`config.mk`:
```
export PLATFORM = sky130hd
export DESIGN_NAME = if_ex_pipe_reg
export DESIGN_NICKNAME = d
export VERILOG_FILES = /design/src/rtl/if_ex_pipe_reg.sv
export SDC_FILE = /design/constraint.sdc
export NUM_CORES = 1
export LEC_CHECK = 0
export ABC_CLOCK_PERIOD_IN_PS = 2200
export BUFFER_PORTS_ARGS = -buffer_cell sky130_fd_sc_hd__clkbuf_2
export CORE_MARGIN = 1
export CORE_UTILIZATION = 59
export DETAILED_ROUTE_END_ITERATION = 8
export GPL_TIMING_DRIVEN = 0
export PLACE_DENSITY = 0.85
export SLEW_MARGIN = 20
export SYNTH_ARGS = -nofsm -noshare
export SYNTH_HDL_FRONTEND = slang
export SYNTH_SLANG_ARGS = --single-unit
```
`constraint.sdc`:
```
create_clock -name clk -period 2.2 [get_ports clk]
set_input_delay 0.11 -clock clk [delete_from_list [all_inputs] [get_ports clk]]
set_output_delay 0.11 -clock clk [all_outputs]
set_load 0.02 [all_outputs]
```
`src/rtl/if_ex_pipe_reg.sv`:
```
// Fetch-to-execute pipeline register with a 2-entry skid buffer and flush squash.
// Optional perf counters (flush_cnt, stall_cnt) are enabled by defining IF_EX_PERF_CNT_EN.
module if_ex_pipe_reg #(
  parameter int              XLEN     = 32,
  parameter logic [31:0]     NOP_INST = 32'h00000013,
  parameter logic [XLEN-1:0] RESET_PC = '0
) (
  input  logic            clk,
  input  logic            rst,
  input  logic            if_valid,
  output logic            if_ready,
  input  logic [XLEN-1:0] if_pc,
  input  logic [31:0]     if_inst,
  output logic            ex_valid,
  input  logic            ex_ready,
  output logic [XLEN-1:0] ex_pc,
  output logic [31:0]     ex_inst,
  input  logic            flush
`ifdef IF_EX_PERF_CNT_EN
  ,
  output logic [31:0]     flush_cnt,
  output logic [31:0]     stall_cnt
`endif
);

  logic            main_valid_q, main_valid_d;
  logic [XLEN-1:0] main_pc_q, main_pc_d;
  logic [31:0]     main_inst_q, main_inst_d;
  logic            skid_valid_q, skid_valid_d;
  logic [XLEN-1:0] skid_pc_q, skid_pc_d;
  logic [31:0]     skid_inst_q, skid_inst_d;
  logic            accept;
  logic            consume;

  // if_ready depends only on registered skid state, never on ex_ready.
  assign if_ready = ~skid_valid_q;
  assign accept   = if_valid & if_ready;
  assign consume  = main_valid_q & ex_ready;

  always_comb begin
    main_valid_d = main_valid_q;
    main_pc_d    = main_pc_q;
    main_inst_d  = main_inst_q;
    skid_valid_d = skid_valid_q;
    skid_pc_d    = skid_pc_q;
    skid_inst_d  = skid_inst_q;
    if (flush) begin
      main_valid_d = 1'b0;
      skid_valid_d = 1'b0;
    end else if (!main_valid_q || consume) begin
      if (skid_valid_q) begin
        main_valid_d = 1'b1;
        main_pc_d    = skid_pc_q;
        main_inst_d  = skid_inst_q;
        skid_valid_d = 1'b0;
      end else if (accept) begin
        main_valid_d = 1'b1;
        main_pc_d    = if_pc;
        main_inst_d  = if_inst;
      end else begin
        main_valid_d = 1'b0;
      end
    end else if (accept) begin
      skid_valid_d = 1'b1;
      skid_pc_d    = if_pc;
      skid_inst_d  = if_inst;
    end
  end

  always_ff @(posedge clk) begin
    if (rst) begin
      main_valid_q <= 1'b0;
      main_pc_q    <= RESET_PC;
      main_inst_q  <= NOP_INST;
      skid_valid_q <= 1'b0;
      skid_pc_q    <= '0;
      skid_inst_q  <= NOP_INST;
    end else begin
      main_valid_q <= main_valid_d;
      main_pc_q    <= main_pc_d;
      main_inst_q  <= main_inst_d;
      skid_valid_q <= skid_valid_d;
      skid_pc_q    <= skid_pc_d;
      skid_inst_q  <= skid_inst_d;
    end
  end

  assign ex_valid = main_valid_q;
  assign ex_pc    = main_pc_q;
  assign ex_inst  = main_valid_q ? main_inst_q : NOP_INST;

`ifdef IF_EX_PERF_CNT_EN
  logic [31:0] flush_cnt_q, flush_cnt_d;
  logic [31:0] stall_cnt_q, stall_cnt_d;

  always_comb begin
    flush_cnt_d = flush ? flush_cnt_q + 32'd1 : flush_cnt_q;
    stall_cnt_d = (main_valid_q && !ex_ready) ? stall_cnt_q + 32'd1 : stall_cnt_q;
  end

  always_ff @(posedge clk) begin
    if (rst) begin
      flush_cnt_q <= '0;
      stall_cnt_q <= '0;
    end else begin
      flush_cnt_q <= flush_cnt_d;
      stall_cnt_q <= stall_cnt_d;
    end
  end

  assign flush_cnt = flush_cnt_q;
  assign stall_cnt = stall_cnt_q;
`endif

endmodule
```
## Yosys cells after proc, flatten, opt, wreduce, memory -nomap -nowiden

Index checks and enable logic that the tools add are counted.

| operators by class | value |
|---|---|
| bitwise gates (word level) | 5 |
| reductions and logical operators | 7 |
| muxes and demuxes | 7 |

Operators with widths:

| operator | number |
|---|---|
| 2-to-1 mux 32 bit | 5 |
| AND reduction 3 bit | 2 |
| NOT 1 bit | 3 |
| OR reduction 3 bit | 1 |
| bitwise AND 1 bit | 2 |
| 2-to-1 mux 1 bit | 2 |
| nonzero test 2 bit | 1 |
| OR reduction 2 bit | 1 |
| zero test 1 bit | 1 |
| logical OR 1 bit | 1 |

| word-level totals | value |
|---|---|
| register bits after elaboration | 130 |

## Logic depth before layout (Yosys ltp)

Gate-level depths: netlist of run 1.

| depth | value |
|---|---|
| depth after elaboration | 4 |
| gate-level depth with buffers | 7 |
| depth with buffers taken out | 3 |

## Worst setup path after synthesis of run 1

No wires, ideal clock.

| timing | value |
|---|---|
| path type | register -> register |
| start point | register main_valid_q (netlist: ex_valid) |
| end point | register skid_inst_q[4] |
| period minus slack after synthesis | 1.480 ns |
| arrival | 1.409 ns |
| path slack | 0.720 ns |
| data required time | 2.128 ns |
| cell stages (with the launch flop) | 6 |
| buffers on the path | 2 |
| cells stage by stage | dfxtp_1 > nand2b_1 > nor4b_1 > buf_4 > buf_6 > mux2i_1 |

| between the ends | value |
|---|---|
| longest elaborated chain between the ends | 4 |

RTL lines:

| item | RTL line | RTL |
|---|---|---|
| start: declaration | 26 | `logic main_valid_q, main_valid_d;` |
| start signal: assignment | 79 | `main_valid_q <= main_valid_d;` |
| bitwise AND 1 bit or zero test 1 bit (tied branches) | 38, 50 |  |
| logical OR 1 bit * | 50 | `end else if (!main_valid_q \|\| consume) begin` |
| NOT 1 bit (no line) * | n/a |  |
| AND reduction 3 bit (no line) * | n/a |  |
| end signal: assignment | 84 | `skid_inst_q <= skid_inst_d;` |
| end: declaration | 31 | `logic [31:0] skid_inst_q, skid_inst_d;` |

Every way passes the cells marked *; elsewhere a longest branch is shown, timed or not.
A chain may end at the register's enable or synchronous reset.

## Final worst setup path of run 1

| timing | value |
|---|---|
| start point | register main_valid_q (netlist: ex_valid) |
| end point | register main_valid_q (netlist: ex_valid) |

| between the ends | value |
|---|---|
| longest elaborated chain between the ends | 2 |

RTL lines:

| item | RTL line |
|---|---|
| bitwise AND 1 bit or zero test 1 bit (tied branches) | 38, 50 |
| logical OR 1 bit * | 50 |

Marks and branches as above.

==> results of run 1 <==
[power groups by stage]
stage               registers (W)  logic [W]  clock network [W]
floorplan                 0.00258   0.000409                  0
global placement          0.00254   0.000653                  0
detailed placement        0.00254   0.000678                  0
CTS                       0.00250   0.000777            0.00282
global route              0.00251   0.000845            0.00293
finish                    0.00250   0.000788            0.00282
[layout make-up]
type	instances	area (um^2)	area share
Buffer	61	362.8	0.04275
Clock buffer	26	478.0	0.05631
Clock inverter	5	100.1	0.01179
Inverter	1	3.754	0.0004422
Multi-Input combinational cell	426	3435	0.4046
Sequential cell	130	2603	0.3066
Tap cell	136	170.2	0.02005
Timing Repair Buffer	200	1336	0.1574
[critical path: stages, from the launching register on]
cell           delay, ns
dfxtp_1             0.41
nand2b_1            0.13
buf_2               0.25
buf_1               0.44
a211oi_1            0.13
dlygate4sd3_1       0.59
[kinds of logic after synthesis]
kind of cell | after synthesis
AO/OA/AOI/OAI | 127
multiplexers | 128
buffers and inverters | 62
AND/OR/NAND/NOR | 171
flip-flops | 130
[per-stage QoR]
step / power (W) / setup WS (ns) / hold slack, ns
floorplan: 0.002993 / 0.7199 / 0.1885
global placement: 0.003192 / 0.5935 / 0.3185
detailed placement: 0.003221 / 0.5450 / 0.3398
CTS: 0.006096 / 0.1483 / 0.1513
global route: 0.006277 / 0.03639 / 0.1932
finish: 0.006105 / 0.1306 / 0.1650
[sequential cells by signal, summed over array words and instances (netlist names)]
register,cells
ex_pc,32
ex_valid,1
main_inst_q,32
skid_inst_q,32
skid_pc_q,32
skid_valid_q,1
[cell usage in the layout, fill, tap and decap left out, types with 13 or more instances in the layout]
cell | Yosys | layout
dlygate4sd3_1 | 0 | 67
buf_6 | 13 | 13
clkbuf_16 | 0 | 16
nand2b_1 | 126 | 126
a21oi_1 | 61 | 61
clkbuf_2 | 1 | 134
clkbuf_1 | 27 | 33
and2_1 | 32 | 32
buf_2 | 16 | 16
dfxtp_1 | 130 | 130
mux2i_1 | 128 | 128
a211oi_2 | 60 | 60
[worst max path at each step]
stage / end / cells past startpoint / slack, ns
2_1_floorplan: skid_inst_q[4] / 5 / 0.72
3_3_place_gp: ex_pc[23] / 5 / 0.59
3_5_place_dp: ex_pc[17] / 5 / 0.55
4_1_cts: ex_valid / 5 / 0.15
5_1_grt: ex_valid / 5 / 0.04
6_report: ex_valid / 5 / 0.13
[layer usage]
| metal | vias up | GRT usage | part of all wire |
|---|---|---|---|
| met5 | - | 0 | 0 |
| met4 | 0 | 0.1508 | 0.028 |
| met3 | 54 | 0.09749 | 0.056 |
| met2 | 190 | 0.5478 | 0.50 |
| met1 | 2656 | 0.3588 | 0.41 |
| li1 | 2603 | - | - |
[repair_timing]
action | in CTS | in global routing
setup endpoints to repair | 0 | 0
hold buffers | 67 | 0
hold endpoints to repair | 129 | 0
==> qor.txt, run 1 <==
Run status - completed
Synth Area in Compound Gates - 0.1723
Worst-margin pin slew - 0.7390 ns
# diodes - 0
Crit Path Category - reg -> reg
# DRC - 0
Final ANT Viol Nets - 0
FF-to-FF End - ex_valid
Hold Path Depth - 5
Leakage power - 3.185 nW
Pin count of the biggest net entering global routing - 17
Register area share after synthesis - 0.4064
Clk buf depth - 2
Max Clk Rate - 483.2 MHz
Die ar. - 0.01127 mm^2
Yosys warns - 0
Area of the mapped netlist - 0.006404 mm^2
Worst setup path start - ex_valid
FF-to-FF path depth - 5
Post-synth EDFFs - 0
Clock sink count - 130
Clock Skews - 0.006677 ns
Count of standard-cell rows - 37
Unrepaired setup endpoints after global routing - false
Placer Congestion - 0.7631
Post-Place Cells - 887
Worst-path clk slew - 0.06 ns
Max rail drop VDD - 592.1 uV
Synth Area in Simple Gates - 0.1639
Switch share - 0.2435
Min-delay src - ex_ready
Most numerous cell in the Yosys netlist - dfxtp_1
CP Max Fanout - 10
Combinational power share - 0.129
Largest family of logic cells by synthesized area - multiplexers
CP Capture Type - flip-flop
R2R Setup Slk - 0.13 ns
CTS tree - yes
Area Overhead vs Synth - 32.55%
Post-CTS Setup Inserts - 0
Antenna violations before repair - 0
Sum Neg Setup Slack - 0 ns
Largest cells by area after synthesis - dfxtp_1 (41%), mux2i_1 (20%), nand2b_1 (12%)
Most frequent cells after synthesis - dfxtp_1 (130), mux2i_1 (128), nand2b_1 (126)
Clock latency on the worst-skew pair - 0.54 ns
Final hold vios - 0
XOR/XNOR Fraction of Synth Area - 0
Pwr per Cell Area - 719.2 mW/mm^2
Ports - 135
H-Tree Depth - 4
Worst EP required - 2.63 ns
Post-DP HPWL - 10.85 mm
Vias per cell - 5.587
Total Routing Usage GR - 0.3187
Number of fill cells - 636
Pint - 0.004619 W
Synth Instances - 618
RR Startpoint - ex_valid
Synth Net Count - 687
Die Ht - 106.2 um
Top-area cell type share of the netlist area - 0.4064
Final Setup Violations - 0
Worst path arrival time - 2.50 ns
Final Core Density - 0.8149
HP Class - in -> reg
Leading area contributor after synthesis - dfxtp_1
Post-synthesis mux area share - 0.2001
Sequential group share of total power - 0.410
Ys flop type - dfxtp_1
Global-route wire length before repair - 27.95 mm
Synthesized area per cell - 10.36 um^2
Slew Limit Headroom - 0.5073
Fraction of the mapped netlist area in adder cells - 0
Final min period - 2.069 ns
Layout net count - 906
Post-synthesis cell type count - 20
Tcrit/Tclk final - 0.9406
Hold EP - skid_pc_q[31]
Total Wirelength - 17.51 mm
Layout cells sized above 1 - 0.2956
Chip width - 106.2 um
Via count - 5503
CORE AREA - 0.01042 mm^2
PortBufs - 133
Initial Utilization - 0.6148
Fin area - 0.008488 mm^2
NetSw - 0.001486 W
MaxCap Viol Count - 0
Register bit total from synthesis - 130
Grt total ovfl - 0
Async S/R FF share, synth - 0
Max-slew violation count - 0
CTS Root Cell - clkbuf_8
Vias in the first global route - 5904
Number of CTS-inserted buffers - 17
Dpl cell area - 0.007239 mm^2
Initial detailed-routing violation count - 297
Startpoint Class - flip-flop
PostCTS Resize Cnt - 0
Non-Filler Instances - 985
Clock Power Share - 0.461
Routed len/inst - 17.77 um
Drt pass-1 iters - 5
Note: power is estimated with default switching activity, not from simulation.
==> run 2: changes to the inputs <==
Settings changed: REMOVE_ABC_BUFFERS from default to 1.
==> run 2 against run 1 <==
Register-to-register slack got worse by 0.04 ns. Highest routed layer unchanged. Global-route usage is 0.49 points higher. Final area hardly changed.
==> qor.txt, run 2 (synthesis gave the netlist of run 1 again) <==
Run status - completed
Wl on met1 - 7.166 mm (-0.60%)
Area Overhead vs Synth - 32.45% (about the same)
Highest metal used - met4
CP Capture Type - flip-flop
CTS Root Cell - clkbuf_8
Grt total ovfl - 0 (unchanged)
Final min period - 2.113 ns (+0.04324 ns)
Global-route wire length before repair - 28.28 mm (+1.2%)
Worst-margin pin slew - 0.5274 ns (-0.2116 ns)
Chip width - 106.2 um (unchanged)
Startpoint Class - flip-flop
Worst EP required - 2.66 ns (+0.03 ns)
Post-DP HPWL - 9.098 mm (-16%)
Routed wl met3 - 1.078 mm (+11%)
Worst-path clk slew - 0.06 ns (about the same)
Fin area - 0.008482 mm^2 (about the same)
PortBufs - 134 (+0.75%)
Tot Pwr - 0.006057 W (-0.78%)
Most frequent cells in the layout - clkbuf_2 (133), mux2i_1 (128), dfxtp_1 (128), nand2b_1 (125), dlygate4sd3_1 (67)
HP Class - in -> reg
Number of CTS-inserted buffers - 17 (unchanged)
CTS tree - yes
Non-Filler Instances - 950 (-3.6%)
Ports - 135 (unchanged)
Vias in the first global route - 5713 (-3.2%)
Crit Path Category - reg -> reg
Initial Utilization - 0.6148 (unchanged)
Drt pass-1 iters - 5 (unchanged)
Final ANT Viol Nets - 0 (unchanged)
Layout cells sized above 1 - 0.3108 (+0.01517)
# diodes - 0 (unchanged)
Count of standard-cell rows - 37 (unchanged)
Clk buf depth - 2 (unchanged)
Clock latency on the worst-skew pair - 0.52 ns (-0.02 ns)
Clock sink count - 130 (unchanged)
Routed len/inst - 18.44 um (+3.7%)
Max rail drop VDD - 530.5 uV (-10%)
Worst hold slack - 0.05915 ns (-0.1058 ns)
CP Max Fanout - 20 (+10)
Total Wirelength - 17.51 mm (about the same)
Post-layout worst setup margin - 0.08733 ns (-0.04324 ns)
Die Ht - 106.2 um (unchanged)
CORE AREA - 0.01042 mm^2 (unchanged)
Vias per cell - 5.652 (+1.2%)
Tcrit/Tclk final - 0.9603 (+0.01965)
Final hold vios - 0 (unchanged)
Final Setup Violations - 0 (unchanged)
Pin count of the biggest net entering global routing - 136 (+119)
Layout net count - 873 (-3.6%)
Leakage power - 3.176 nW (-0.27%)
Max-slew violation count - 0 (unchanged)
DP Worst Slack - -0.9585 ns (-1.503 ns)
Unrepaired setup endpoints after global routing - false
Post-Place Cells - 846 (-4.6%)
Met2 wire length - 8.913 mm (+0.92%)
Worst path arrival time - 2.57 ns (+0.07 ns)
# DRC - 0 (unchanged)
Initial detailed-routing violation count - 321 (+8.1%)
Pwr per Cell Area - 714.2 mW/mm^2 (-0.71%)
Slew Limit Headroom - 0.6484 (+0.1411)
Max Clk Rate - 473.3 MHz (-2.0%)
Total Routing Usage GR - 0.3236 (+0.004879)
Die ar. - 0.01127 mm^2 (unchanged)
Clock Skews - 0.01065 ns (+0.003977 ns)
H-Tree Depth - 4 (unchanged)
Antenna violations before repair - 0 (unchanged)
MaxCap Viol Count - 0 (unchanged)
Dpl cell area - 0.007103 mm^2 (-1.9%)
Via count - 5369 (-2.4%)
Commonest non-fill, non-tap cell in the layout - clkbuf_2
Placer Congestion - 0.7502 (-1.7%)
[run 2: changes by cell type in the layout (fill, tap and decap cells not counted), moves of 2 or more]
cell / change
clkbuf_1: -30
buf_12: +2
dfxtp_1: -2
buf_16: +3
buf_6: -11
and2_4: +3
buf_4: +9
buf_1: -2
buf_2: -11
dfxtp_4: +2
[run 2: timing repair]
item	CTS	global route
endpoints found under the setup margin	126	10
pin swaps	3	1
hold buffers	67	0
hold endpoints to repair	125	0
resized for setup	6	1
cloned	5	0
setup buffers	5	0
[run 2: metrics by stage]
step | utilization | setup TNS, ns
finish | 0.8143 | 0
global route | 0.8143 | 0
detailed placement | 0.6819 | -82.49
floorplan | - | -811.99
global placement | 0.6607 | -1309.52
CTS | 0.8149 | 0
[run 2: layout make-up]
| cell class | instances | area (um^2) |
|---|---|---|
| clock buffers | 23 | 466.7 |
| multi-input cells | 430 | 3498 |
| fillers | 641 | 1934 |
| flip-flops and latches | 130 | 2610 |
| well taps | 136 | 170.2 |
| inverters | 1 | 3.754 |
| clock inverters | 6 | 105.1 |
| repair buffers | 224 | 1628 |
[run 2: critical path: stages, from the launching register on]
cell and delay (ns):
dfxtp_4 0.37, buf_4 0.34, bufbuf_16 0.42, nor2_1 0.09, a211oi_1 0.25, dlygate4sd3_1 0.57
[run 2: final timing paths]
kind / startpoint / endpoint / slack [ns] / cells after the start
worst max-delay path: skid_valid_q / ex_valid / 0.09 / 5
worst min-delay path: rst / ex_pc[2] / 0.06 / 2
worst max register to register: skid_valid_q / ex_valid / 0.09 / 5
worst min register to register: skid_pc_q[2] / skid_pc_q[2] / 0.48 / 2
[run 2: where the power goes]
part	total, W	switching, W	leakage [nW]	internal, W
Sequential	0.00250	0.0000502	1.06	0.00245
Combinational	0.000779	0.000422	1.83	0.000357
Clock	0.00278	0.000990	0.284	0.00179
[run 2: routing by layer]
metal  vias up  global-route usage
met5         -                   0
met4         0              0.1379
met3        41             0.07909
met2       212              0.5710
met1      2579              0.3704
li1       2537                   -
==> run 3: changes to the inputs <==
Settings changed: CORE_ASPECT_RATIO from default to 0.5.
==> run 3 against run 2 <==
Power rose by 1.2%. Clock power rose by 3%. Hold slack got worse by 0.049 ns. Register-to-register slack improved by 0.05 ns. Die area rose by 0.22%. Sequential power barely moved. Via count fell by 1.4%. Critical endpoint is now main_inst_q[13]. Largest power group unchanged.
==> qor.txt, run 3 (synthesis gave the netlist of run 1 again) <==
Run status - completed
Total Wirelength - 16.96 mm (-3.2%)
Hold EP - skid_inst_q[1]
Total Routing Usage GR - 0.2907 (-0.03295)
Critical path's slowest cell - dfxtp_4
Final min period - 2.062 ns (-0.05103 ns)
CTS Root Cell - clkbuf_16
Drt pass-1 iters - 4 (-1)
Pwr per Cell Area - 727.4 mW/mm^2 (+1.9%)
Number of fill cells - 665 (+3.7%)
Final Core Density - 0.8120 (-0.002261)
Vias per cell - 5.583 (-1.2%)
Post-Place Cells - 849 (+0.35%)
CP cell instances - o21ba_4, buf_12, and2_4, a211oi_2
Die ar. - 0.01130 mm^2 (+0.22%)
Post-DP HPWL - 8.388 mm (-7.8%)
CTS tree - yes
Tcrit/Tclk final - 0.9371 (-0.02320)
HP Class - in -> reg
Antenna violations before repair - 0 (unchanged)
MaxCap Viol Count - 0 (unchanged)
Crit path largest cell delay - 0.69 ns (+0.12 ns)
RR Startpoint - skid_valid_q
Chip width - 149.3 um (+41%)
Min-delay src - if_inst[1]
Number of CTS-inserted buffers - 17 (unchanged)
Global-route wire length before repair - 25.07 mm (-11%)
H-Tree Depth - 4 (unchanged)
Slew Limit Headroom - 0.6507 (+0.002317)
Routed len/inst - 17.89 um (-3.0%)
Leakage power - 3.145 nW (-0.97%)
Footprint of the multi-input gates - 0.003500 mm^2 (about the same)
Clock latency on the worst-skew pair - 0.41 ns (-0.11 ns)
Max Clk Rate - 485.1 MHz (+2.5%)
FF-to-FF path depth - 4 (-1)
Via count - 5293 (-1.4%)
Tot Pwr - 0.006130 W (+1.2%)
Worst path arrival time - 2.32 ns (-0.25 ns)
Final Setup Violations - 0 (unchanged)
FF-to-FF End - main_inst_q[13]
FF/Latch Area - 0.002610 mm^2 (unchanged)
# diodes - 0 (unchanged)
R2R Setup Slk - 0.14 ns (+0.05 ns)
Die Ht - 75.67 um (-29%)
Final ANT Viol Nets - 0 (unchanged)
Worst-margin pin slew - 0.5239 ns (-0.003477 ns)
Clk buf depth - 2 (unchanged)
PortBufs - 134 (unchanged)
Layout cells sized above 1 - 0.3156 (+0.004783)
Grt total ovfl - 0 (unchanged)
CP Capture Type - flip-flop
Startpoint Class - flip-flop
Max-slew violation count - 0 (unchanged)
Area Overhead vs Synth - 31.59%
CORE AREA - 0.01038 mm^2 (-0.37%)
Max rail drop VDD - 443.8 uV (-16%)
CP Max Fanout - 35 (+75%)
Worst-path clk slew - 0.05 ns (about the same)
Ports - 135 (unchanged)
Hold Path Depth - 3 (+1)
Vias in the first global route - 5134 (-10%)
Worst EP required - 2.46 ns (-0.20 ns)
Clock Skews - 0.009481 ns (-0.001173 ns)
Commonest non-fill, non-tap cell in the layout - clkbuf_2
Placer Congestion - 0.6871 (-8.4%)
Final hold vios - 0 (unchanged)
Clock sink count - 130 (unchanged)
Most frequent cells in the layout - clkbuf_2 (133), mux2i_1 (128), dfxtp_1 (128), nand2b_1 (125), a21oi_1 (61)
Crit Path Category - reg -> reg
Non-Filler Instances - 948 (-0.21%)
# DRC - 0 (unchanged)
Layout net count - 865 (-0.92%)
Unrepaired setup endpoints after global routing - false
Initial Utilization - 0.6171 (+0.002298)
Initial detailed-routing violation count - 307 (-4.4%)
Pin count of the biggest net entering global routing - 136 (unchanged)
Count of standard-cell rows - 26 (-30%)
-- run 3: metrics by stage --
stage / setup TNS (ns) / cell area (um^2) / hold slack [ns] / setup slack [ns]
global route: 0 / 8427 / 0.006640 / 0.08221
finish: 0 / 8427 / 0.01008 / 0.1384
CTS: 0 / 8373 / 0.0002166 / 0.003331
detailed placement: -107.33 / 7098 / 0.3437 / -1.202
global placement: -1298.28 / 6887 / 0.3195 / -15.63
floorplan: -811.99 / 6041 / 0.1746 / -10.11
-- run 3: layout make-up --
type                       count  area share
clock buffer                  23     0.05924
timing repair buffer         216      0.1826
multi-input combinational    430      0.4153
clock inverter                 8     0.01188
sequential                   130      0.3097
tap                          140     0.02079
inverter                       1   0.0004454
-- run 3: how the worst max path moves through the flow --
stage            startpoint              end
2_1_floorplan      ex_valid   skid_inst_q[0]
5_1_grt        skid_valid_q  main_inst_q[13]
3_5_place_dp       ex_valid     skid_pc_q[5]
6_report       skid_valid_q  main_inst_q[13]
4_1_cts        skid_valid_q   main_inst_q[4]
3_3_place_gp       ex_valid   skid_inst_q[6]
-- run 3: worst max-delay path: cells and delay by family (launching register included) --
| family | cells | cell delay [ns] |
|---|---|---|
| flops | 1 | 0.69 |
| compound gates | 2 | 0.54 |
| buf+inv | 1 | 0.26 |
| simple gates | 1 | 0.40 |
-- run 3: power by group --
group	switching (W)	internal (W)	leakage [nW]
Sequential	0.0000500	0.00245	1.06
Clock	0.00105	0.00182	0.294
Combinational	0.000416	0.000352	1.79
Total	0.00151	0.00462	3.15
-- run 3: per-layer routing --
| metal | GRT usage | part of all wire | routed length, um |
|---|---|---|---|
| met4 | 0.1202 | 0.014 | 240 |
| met5 | 0 | 0 | 0 |
| met1 | 0.3498 | 0.43 | 7289 |
| met2 | 0.5142 | 0.49 | 8390 |
| met3 | 0.06826 | 0.061 | 1039 |
-- run 3: repair_timing --
action,4_1_cts,5_1_grt
gates resized for setup,8,2
hold buffers,59,1
gates cloned,3,2
buffers inserted,4,1
endpoints found under the setup margin,128,84
pin swaps,1,1
endpoints found under the hold margin,60,1
